===== src/rtl/alu_pkg.sv =====
// alu_pkg: shared types, constants and CRC-4 reference for the serial ALU decoder.
// No ports. Optional CRC check enabled by ALU_SIN_CRC_CHECK_EN in alu_sin_decoder.
package alu_pkg;

  typedef enum logic [1:0] {
    ST_IDLE,
    ST_SHIFT,
    ST_CHECK
  } rx_state_e;

  typedef enum logic [2:0] {
    OP_AND = 3'b000,
    OP_OR  = 3'b001,
    OP_ADD = 3'b100,
    OP_SUB = 3'b101
  } opcode_e;

  // the 10 bits that follow the start bit
  typedef struct packed {
    logic       typ;
    logic [7:0] payload;
    logic       stop;
  } packet_t;

  // cmd payload layout
  typedef struct packed {
    logic       pad;
    logic [2:0] op;
    logic [3:0] crc;
  } in_crc_t;

  localparam logic       TYPE_DATA = 1'b0;
  localparam logic       TYPE_CMD  = 1'b1;
  localparam int         PKT_BITS  = 10;
  localparam logic [3:0] DATA_FULL = 4'd8;
  localparam logic [3:0] DATA_SAT  = 4'd9;

  // x^4+x+1, init 0, MSB first
  function automatic logic [3:0] crc4(
    input logic [67:0] msg
  );
    logic [3:0] c;
    logic       fb;
    c = '0;
    for (int i = 67; i >= 0; i--) begin
      fb = c[3] ^ msg[i];
      c  = {c[2:0], 1'b0};
      if (fb) c = c ^ 4'b0011;
    end
    return c;
  endfunction

  function automatic logic op_legal(
    input logic [2:0] o
  );
    logic ok;
    ok = 1'b0;
    unique case (o)
      OP_AND, OP_OR,
      OP_ADD, OP_SUB: ok = 1'b1;
      default:        ok = 1'b0;
    endcase
    return ok;
  endfunction

endpackage


===== src/rtl/alu_sin_packet_rx.sv =====
// alu_sin_packet_rx: frames 11-bit packets off sin (IDLE -> SHIFT -> CHECK).
// Ports: clk, rst_n, sin in; pkt_type, payload, pkt_valid, frame_err out (CHECK cycle).
module alu_sin_packet_rx
  import alu_pkg::*;
(
  input  logic       clk,
  input  logic       rst_n,
  input  logic       sin,
  output logic       pkt_type,
  output logic [7:0] payload,
  output logic       pkt_valid,
  output logic       frame_err
);

  rx_state_e  state;
  rx_state_e  state_nxt;
  logic [3:0] bit_cnt;
  packet_t    sr;

  always_ff @(posedge clk or negedge rst_n) begin
    if (!rst_n) begin
      state   <= ST_IDLE;
      bit_cnt <= '0;
      sr      <= '0;
    end else begin
      state <= state_nxt;
      if (state == ST_SHIFT) begin
        sr      <= {sr[PKT_BITS-2:0], sin};
        bit_cnt <= bit_cnt + 4'd1;
      end else begin
        bit_cnt <= '0;
      end
    end
  end

  always_comb begin
    state_nxt = state;
    unique case (state)
      ST_IDLE:  if (!sin) state_nxt = ST_SHIFT;
      ST_SHIFT: if (bit_cnt == 4'(PKT_BITS - 1))
                  state_nxt = ST_CHECK;
      ST_CHECK: state_nxt = ST_IDLE;
      default:  state_nxt = ST_IDLE;
    endcase
  end

  always_comb begin
    pkt_type  = sr.typ;
    payload   = sr.payload;
    pkt_valid = 1'b0;
    frame_err = 1'b0;
    if (state == ST_CHECK) begin
      pkt_valid = sr.stop;
      frame_err = !sr.stop;
    end
  end

endmodule


===== src/rtl/alu_sin_decoder.sv =====
// alu_sin_decoder: collects 8 data bytes + cmd into a, b, op with error flags.
// Ports: clk, rst_n, sin in; a, b, op, req_valid, err_flags out. Macro: ALU_SIN_CRC_CHECK_EN.
module alu_sin_decoder
  import alu_pkg::*;
(
  input  logic        clk,
  input  logic        rst_n,
  input  logic        sin,
  output logic [31:0] a,
  output logic [31:0] b,
  output logic [2:0]  op,
  output logic        req_valid,
  output logic [2:0]  err_flags
);

  logic        pkt_type;
  logic [7:0]  payload;
  logic        pkt_valid;
  logic        frame_err;

  logic [63:0] data_buf;
  logic [3:0]  cnt;
  in_crc_t     cmd;
  logic        is_cmd;
  logic        is_data;
  logic        err_data;
  logic        crc_bad;
  logic        op_bad;
  logic [2:0]  err_nxt;
  logic        unused_bits;

  alu_sin_packet_rx u_rx (
    .clk       (clk),
    .rst_n     (rst_n),
    .sin       (sin),
    .pkt_type  (pkt_type),
    .payload   (payload),
    .pkt_valid (pkt_valid),
    .frame_err (frame_err)
  );

  assign cmd     = in_crc_t'(payload);
  assign is_cmd  = pkt_valid && (pkt_type == TYPE_CMD);
  assign is_data = pkt_valid && (pkt_type == TYPE_DATA);

  assign err_data = (cnt != DATA_FULL);
  assign op_bad   = !op_legal(cmd.op);

`ifdef ALU_SIN_CRC_CHECK_EN
  assign crc_bad     = crc4({data_buf, 1'b1, cmd.op})
                       != cmd.crc;
  assign unused_bits = cmd.pad;
`else
  assign crc_bad     = 1'b0;
  assign unused_bits = ^{cmd.pad, cmd.crc};
`endif

  // data > crc > op; more than one may be true
  always_comb begin
    err_nxt = 3'b000;
    priority case (1'b1)
      err_data: err_nxt = 3'b100;
      crc_bad:  err_nxt = 3'b010;
      op_bad:   err_nxt = 3'b001;
      default:  err_nxt = 3'b000;
    endcase
  end

  always_ff @(posedge clk or negedge rst_n) begin
    if (!rst_n) begin
      data_buf  <= '0;
      cnt       <= '0;
      a         <= '0;
      b         <= '0;
      op        <= '0;
      req_valid <= 1'b0;
      err_flags <= '0;
    end else begin
      req_valid <= is_cmd;
      err_flags <= is_cmd ? err_nxt : 3'b000;
      if (is_cmd) begin
        a   <= data_buf[63:32];
        b   <= data_buf[31:0];
        op  <= cmd.op;
        cnt <= '0;
      end else if (is_data) begin
        data_buf <= {data_buf[55:0], payload};
        cnt      <= (cnt == DATA_SAT) ? cnt
                    : cnt + 4'd1;
      end else if (frame_err) begin
        cnt <= '0;
      end
    end
  end

endmodule


===== config.mk =====
export PLATFORM = sky130hd
export DESIGN_NAME = alu_sin_decoder
export DESIGN_NICKNAME = d
export VERILOG_FILES = /design/src/rtl/alu_pkg.sv /design/src/rtl/alu_sin_packet_rx.sv /design/src/rtl/alu_sin_decoder.sv
export SDC_FILE = /design/constraint.sdc
export NUM_CORES = 1
export LEC_CHECK = 0
export ABC_AREA = 1
export CAP_MARGIN = 0
export CORE_MARGIN = 2
export CORE_UTILIZATION = 55
export DETAILED_ROUTE_END_ITERATION = 8
export PLACE_DENSITY = 0.8
export SYNTH_ARGS = -nofsm -noshare
export SYNTH_HDL_FRONTEND = slang
export SYNTH_SLANG_ARGS = --single-unit

===== constraint.sdc =====
create_clock -name clk -period 1.6 [get_ports clk]
set_input_delay 0.4 -clock clk [delete_from_list [all_inputs] [get_ports clk]]
set_output_delay 0.4 -clock clk [all_outputs]
set_load 0.02 [all_outputs]

---- Yosys cells after proc, flatten, opt, wreduce, memory -nomap -nowiden ----
Cells that the tools add are included.
operators by class
  bitwise operators ....................... 2
  equality and inequality tests ........... 11
  add/sub/neg operators ................... 2
  reductions and logical operators ........ 10
  multiplexer cells ....................... 14
operators by type and width
  cell                                                             number
  4-bit two-way mux                                                5
  4-bit by 1-bit adder with 4-bit output, second input constant    2
  4-bit == test, second input constant                             2
  3-bit == test, second input constant                             2
  3-bit two-way mux                                                2
  2-bit AND reduction                                              3
  1-bit two-way mux                                                4
  2-bit two-way mux                                                2
  2-bit != test, second input constant                             2
  4-bit != test, second input constant                             1
  2-bit one-hot mux with 2 select lines                            1
  4-bit OR reduction                                               1
  3-bit by 1-bit == test with 1-bit output, second input constant  1
  3-bit zero test                                                  1
  3-bit != test, second input constant                             1
  3-bit nonzero test                                               1
  2-bit by 1-bit == test with 1-bit output, second input constant  1
  2-bit == test, second input constant                             1
  1-bit logical AND                                                2
  2-bit zero test                                                  1
  1-bit NOT                                                        2
  1-bit zero test                                                  1
word-level totals
  output and inout port bits .............. 71
  bits in registers ....................... 155
  input port bits ......................... 3

---- Logic depth before layout (Yosys ltp) ----
Gate-level depths: netlist (run 1).
  depth after elaboration ................. 6
  mapped depth ............................ 8
  depth with buffers taken out ............ 8

---- By module ----
Synthesis (run 1) repeated with hierarchy kept, for this count alone.
second synthesis, totals
  cell total of the unflattened synthesis .. 610
  area, all modules ....................... 5940.7 µm²
by module, submodules not included
  module             cells each  area each (µm²)  instances
  alu_sin_decoder    532         5225.0           1
  alu_sin_packet_rx  78          715.7            1

---- Least setup slack after synthesis (run 1) ----
Ideal clock, no wire load.
  kind .................................... register to register
  from .................................... register u_rx.state[0]
  to ...................................... register a[10]
  arrival ................................. 1.128 ns
  slack ................................... 0.342 ns
  library setup time ...................... 0.130 ns
  cell stages (with the launch flop) ...... 9
  path buffers ............................ 2
  data required time ...................... 1.470 ns
  cells stage by stage .................... dfrtp_1 > inv_1 > nand3_2 > nor2_2 > inv_2 > buf_6 > buf_2 > nand2_1 > o21ai_0
on the way
  longest elaborated chain between the ends .. 3
ends and longest elaborated chain
  element                   RTL line                 source
  start: declaration        alu_sin_packet_rx.sv:15  rx_state_e state;
  start signal: assignment  alu_sin_packet_rx.sv:26  state <= state_nxt;
  2-bit == test             alu_sin_packet_rx.sv:52  if (state == ST_CHECK) begin
  1-bit two-way mux         alu_sin_packet_rx.sv:52
  1-bit logical AND         alu_sin_decoder.sv:43    assign is_cmd = pkt_valid && (pkt_type == TYPE_CMD);
  end signal: assignment    alu_sin_decoder.sv:82    a <= data_buf[63:32];
  end: declaration          alu_sin_decoder.sv:9     output logic [31:0] a,
No other way between the ends.
A chain may end at the register's enable or synchronous reset.

---- Worst setup path in the final report (run 1) ----
  from .................................... register b[14]
  to ...................................... output port b[14]
RTL lines
  element                   RTL line               source
  start: declaration        alu_sin_decoder.sv:10  output logic [31:0] b,
  start signal: assignment  alu_sin_decoder.sv:83  b <= data_buf[31:0];
No word-level cell between the ends.

==> flow_summary.yaml, run 1 <==
cells_and_area:
  nets: 680
  drive_gt1_share_pct: 17.4
  regArea_sq_mm: 0.00385
  syn2layout_area_growth_pct: 21.9
  finalNonFillerCells: 821
  fillCellCount: 772
  multi_input_area_sq_mm: 0.00154
  stdcell_area_sq_mm: 0.00711
  num_antenna_cells: 0
pwr:
  p_total_mw: 8.66
  pwr_density_cell_mw_per_mm2: 1220
  p_leak_nw: 3.39
  ir_drop_mv: 0.781
critical_path:
  r2r-start: "u_rx.state[0]"
  critical_path.top_delay_family: "flip-flops"
  worst-setup-path-type: "register to output port"
  rr_endpoint: "b[12]"
  reg2reg_slack_ns: 0.17
  cp_slowest_cell: "dfrtp_1"
  worstPathRequired_ns: 1.20
  endpoint_kind: "output port"
  path_max_fanout: 2
  cpPeakStageDelay_ns: 0.40
  crit_chain: "clkdlybuf4s15_2"
  critPathArrivalTime_ns: 1.18
  worstRegToRegCells: 6
  path_buf_inv: 1
  start_kind: "register"
timing:
  timing.setup.tns_ns: 0
  finClkSkew_ns: 0.00687
  fmax_ghz: 0.632
  setup_viol: 0
  fin_crit_sh_pct: 98.9
  setup_ws_ns: 0.0178
  period_minus_slack_ns: 1.58
  slew_viol_final: 0
  hold_viol: 0
  rsz0062_at_grt: "no"
routing:
  drt-pass1-iter-count: 7
  vias_per_cell: 5.19
  postRouteAntennaNets: 0
  wl_um: 12200
  drcViolationCount: 0
  wl_per_cell_um: 14.9
  vias: 4262
  drt_iter0_markers: 208
placement:
  dp_hpwl_um: 7520
  dpl_cell_area_sq_mm: 0.00672
  post-place-ws_ns: 0.172
  io_buffers: 72
  place_inst: 787
  place.gp.congestion: 0.794
logic_synthesis:
  avgSynthCellArea_sq_um: 9.76
  ys_types: 27
  synth_seq_cells: 154
  syn_area_sq_mm: 0.00583
  yosysTopAreaCellShare_pct: 66.1
  netlist_instances: 598
  yosys.area.top_type: "dfrtp_1"
  yosysSeqAreaShare_pct: 66.1
  synth_edf_count: 0
  async_flop_share_pct: 100
  synthTopCellsByCount: "nand2_1 (178), dfrtp_1 (154), o21ai_0 (117)"
  synth_area_leaders: "dfrtp_1 (66%), nand2_1 (11%), o21ai_0 (10%)"
  synth_nets: 606
  ys.flop_type: "dfrtp_1"
  yosysWarnings: 0
  post-synth-top-count-cell: "nand2_1"
clock_tree:
  cts-htree-levels: 4
  insertion_delay_ns: 0.52
  path_clk_slew_ns: 0.06
  clock_sinks: 154
  cts_tree: "yes"
  cts_buffers: 17
  cts_setup_buffers: 0
  clockBufferDepth: 2
  cts_root_buffer: "clkbuf_8"
floorplanning:
  die_area_sq_mm: 0.0114
  design.core.area_sq_mm: 0.0103
  io_pins: 74
  die_h_um: 107
  start_util_pct: 56.5
  die_x_um: 107
  std_cell_rows: 37
global_route:
  grt_pass1_vias: 4308
  grt_max_degree: 127
  antenna_found_initial: 0
  grt_usage_pct: 22.7
  grt.overflow.total: 0
  grt_pass1_wl_um: 20300
worst_hold_path:
  min_path_type: "input pin to async pin"
run_status:
  outcome: "finished clean"
flow_run:
  cap_violations: 0
[metal layers]
metal,wire (um),GRT usage (%)
met1,5200,29.5
met2,6230,38.2
met3,610,5.29
met4,167,7.42
met5,0,0
[flip-flops by register name (all words and copies together), names as in the netlist]
name,cells
u_rx.bit_cnt,4
u_rx.sr,1
u_rx.payload,8
op,3
u_rx.state,2
b,32
data_buf,64
cnt,4
req_valid,1
err_flags,2
a,32
u_rx.pkt_type,1
[layout by cell type (no fill, tap or decap), drive strengths merged, types with 2 or more instances in the layout]
cell type / n
o21ai: 132
clkbuf: 57
clkdlybuf4s15: 22
nand3: 4
dfrtp: 154
nand4: 4
inv: 79
nand2: 178
ha: 5
clkinvlp: 4
nor2: 7
buf: 21
a21oi: 2
clkinv: 5
[worst max-delay path by stage]
stage,from,cells past startpoint,end,slack [ns]
after CTS,b[16],1,b[16],0.0005
final,b[14],1,b[14],0.02
after global routing,b[30],1,b[30],0.0008
after floorplan,u_rx.state[0],8,a[10],0.34
after detailed placement,u_rx.state[0],7,b[28],0.17
after global placement,b[6],1,b[6],0.22
[power by group]
| part | total [mW] | switching [mW] | internal (mW) |
|---|---|---|---|
| registers | 4.32 | 0.184 | 4.14 |
| logic | 0.628 | 0.420 | 0.208 |
| clock network | 3.72 | 1.62 | 2.09 |
[worst reg2reg max path, stage by stage, from the launching register on]
cell and delay (ns):
dfrtp_1 0.40, inv_1 0.09, nand3_2 0.10, nor2_2 0.15, clkinv_2 0.13, clkbuf_16 0.26
o21ai_0 0.22
[through the flow]
stage	hold WS (ns)	utilization (%)
2_1_floorplan	0.104	-
5_1_grt	0.406	68.9
3_3_place_gp	0.354	65.1
4_1_cts	0.385	70.9
3_5_place_dp	0.359	65.1
6_report	0.368	68.9
[cell type report]
type	count	share of cell area (%)
inverter	74	3.92
multi-input combinational	340	21.7
timing repair buffer	85	9.94
tap	136	2.39
clock buffer	17	5.83
clock inverter	15	1.99
sequential	154	54.2
[cells by family after synthesis]
logic type      Yosys count  share of synthesized area (%)
compound gates          136                           11.7
xor+xnor                  2                          0.300
fa+ha+maj                 5                           1.07
buf+inv                 104                           7.53
flops                   154                           66.1
other cells               1                         0.0643
simple gates            196                           13.3
[timing repair]
| action | CTS | global route |
|---|---|---|
| gates resized for setup | 167 | 53 |
| hold buffers | 1 | 0 |
| setup endpoints to repair | 70 | 57 |
| gates cloned | 0 | 1 |
| endpoints found under the hold margin | 38 | 0 |
No activity file was read; power rests on OpenSTA's default activity.
==> run 2: changes to the inputs <==
--- a/config.mk
+++ b/config.mk
@@ -10,6 +10,7 @@
 export CORE_MARGIN = 2
 export CORE_UTILIZATION = 55
 export DETAILED_ROUTE_END_ITERATION = 8
+export MAX_ROUTING_LAYER = met4
 export PLACE_DENSITY = 0.8
 export SYNTH_ARGS = -nofsm -noshare
 export SYNTH_HDL_FRONTEND = slang
==> run 2 against run 1 <==
  * Global-route usage up 0.60 points
  * Worst hold slack better by 0.0067 ns
  * Maximum frequency up 0.26%
  * Critical path type unchanged
  * First-iteration DRC count increased by 21%
  * Die area unchanged
  * Wire length is 0.23% lower
  * Design area unchanged
  * Sequential share of layout area is the same
==> flow_summary.yaml, run 2 (synthesis results as in run 1) <==
placement:
  io_buffers: 72
  place.gp.congestion: 0.805
  dp_hpwl_um: 7520
routing:
  vias: 4241
  vias_per_cell: 5.17
  drcViolationCount: 0
  postRouteAntennaNets: 0
  drt-pass1-iter-count: 4
  wl_per_cell_um: 14.8
  wl_um: 12200
  drt_iter0_markers: 252
cells_and_area:
  syn2layout_area_growth_pct: 21.9
  largest_register: "data_buf"
  num_antenna_cells: 0
  nets: 680
  final_cell_mix: "nand2_1 (177), dfrtp_1 (154), o21ai_0 (116)"
  reg_top3: "data_buf x64, a x32, b x32"
  drive_gt1_share_pct: 17.4
  layout_commonest_cell: "nand2_1"
  largest_reg_flops: 64
run_status:
  outcome: "finished clean"
global_route:
  grt_pass1_wl_um: 20300
  grt_pass1_vias: 4308
  antenna_found_initial: 0
  grt_max_degree: 127
  grt.overflow.total: 0
  grt_usage_pct: 23.3
clock_tree:
  clockBufferDepth: 2
  clock_sinks: 154
  cts_root_buffer: "clkbuf_8"
  insertion_delay_ns: 0.52
  cts_tree: "yes"
  path_clk_slew_ns: 0.07
  cts_setup_buffers: 0
  cts_buffers: 17
  cts-htree-levels: 4
pwr:
  sw_frac_of_total_pct: 25.8
  pwr_density_cell_mw_per_mm2: 1220
  pwr-share-seq_pct: 49.8
  power_frac_comb_pct: 7.2
  ir_drop_mv: 0.773
  clkPwrFrac_pct: 42.9
  p_leak_nw: 3.39
  internal_power_mw: 6.44
  switching_power_mw: 2.23
critical_path:
  worst-setup-path-type: "register to output port"
  critPathArrivalTime_ns: 1.18
  r2r-start: "u_rx.state[0]"
  path_max_fanout: 2
  path_depth: 1
  critical_path.top_delay_family: "flip-flops"
  worstRegToRegCells: 6
  cp_slowest_cell: "dfrtp_1"
  start_kind: "register"
  cpPeakStageDelay_ns: 0.40
  crit_chain: "clkdlybuf4s15_2"
  reg2reg_slack_ns: 0.17
  path_buf_inv: 1
  rr_endpoint: "b[12]"
  worstPathRequired_ns: 1.20
  endpoint_kind: "output port"
floorplanning:
  std_cell_rows: 37
  start_util_pct: 56.5
  io_pins: 74
  design.core.area_sq_mm: 0.0103
  die_x_um: 107
  die_area_sq_mm: 0.0114
  die_h_um: 107
flow_run:
  cap_violations: 0
timing:
  rsz0062_at_grt: "no"
  setup_viol: 0
  hold_ws_ns: 0.375
  fin_crit_sh_pct: 98.6
  finClkSkew_ns: 0.00896
  fmax_ghz: 0.634
  hold_viol: 0
  timing.setup.tns_ns: 0
  slew_viol_final: 0
  period_minus_slack_ns: 1.58
worst_hold_path:
  min_path_type: "input pin to async pin"
run 2: cell counts in the layout (fill, tap and decap cells not counted):
Identical to the previous run, type by type.
run 2: final cells by class:
type / instances / area (sq um)
tap: 136 / 170
clock buffer: 17 / 414
clock inverter: 15 / 141
inverter: 74 / 279
multi-input combinational: 340 / 1540
sequential: 154 / 3850
fill: 772 / 3210
timing repair buffer: 85 / 707
run 2: worst max path at each step:
stage | from | end | slack [ns]
after global routing | b[30] | b[30] | 0.0007
after detailed placement | u_rx.state[0] | b[28] | 0.17
after floorplan | u_rx.state[0] | a[10] | 0.34
after global placement | b[6] | b[6] | 0.22
final | b[14] | b[14] | 0.02
after CTS | b[16] | b[16] | 0.0005
run 2: power groups by stage:
stage	Combinational (mW)	Clock, mW	Sequential (mW)
6_report	0.627	3.72	4.32
5_1_grt	0.734	3.95	4.35
4_1_cts	0.644	3.75	4.32
3_5_place_dp	0.629	0	4.39
3_3_place_gp	0.595	0	4.37
2_1_floorplan	0.384	0	4.35
run 2: timing repair:
action / 4_1_cts / 5_1_grt
resized for setup: 167 / 53
hold buffers: 1 / 0
gates cloned: 0 / 1
endpoints found under the hold margin: 38 / 0
endpoints found under the setup margin: 70 / 57
run 2: stage by stage:
step                      setup slack [ns]  std cells  power, mW  utilization, %  instance area, sq um
after floorplan                      0.342        598       4.73               -                  5830
after global placement               0.221        787       4.97            65.1                  6720
after detailed placement             0.172        787       5.02            65.1                  6720
after CTS                         0.000468        820       8.72            70.9                  7320
after global routing              0.000668        821       9.03            68.9                  7110
final                               0.0218        821       8.67            68.9                  7110
run 2: per-layer routing:
metal / track usage (%) / vias to the layer above / share of wire [%]
met2: 38.0 / 109 / 51
li1: - / 2026 / -
met3: 4.92 / 19 / 4.4
met4: 7.42 / 0 / 1.5
met1: 29.7 / 2087 / 43
met5: - / - / 0
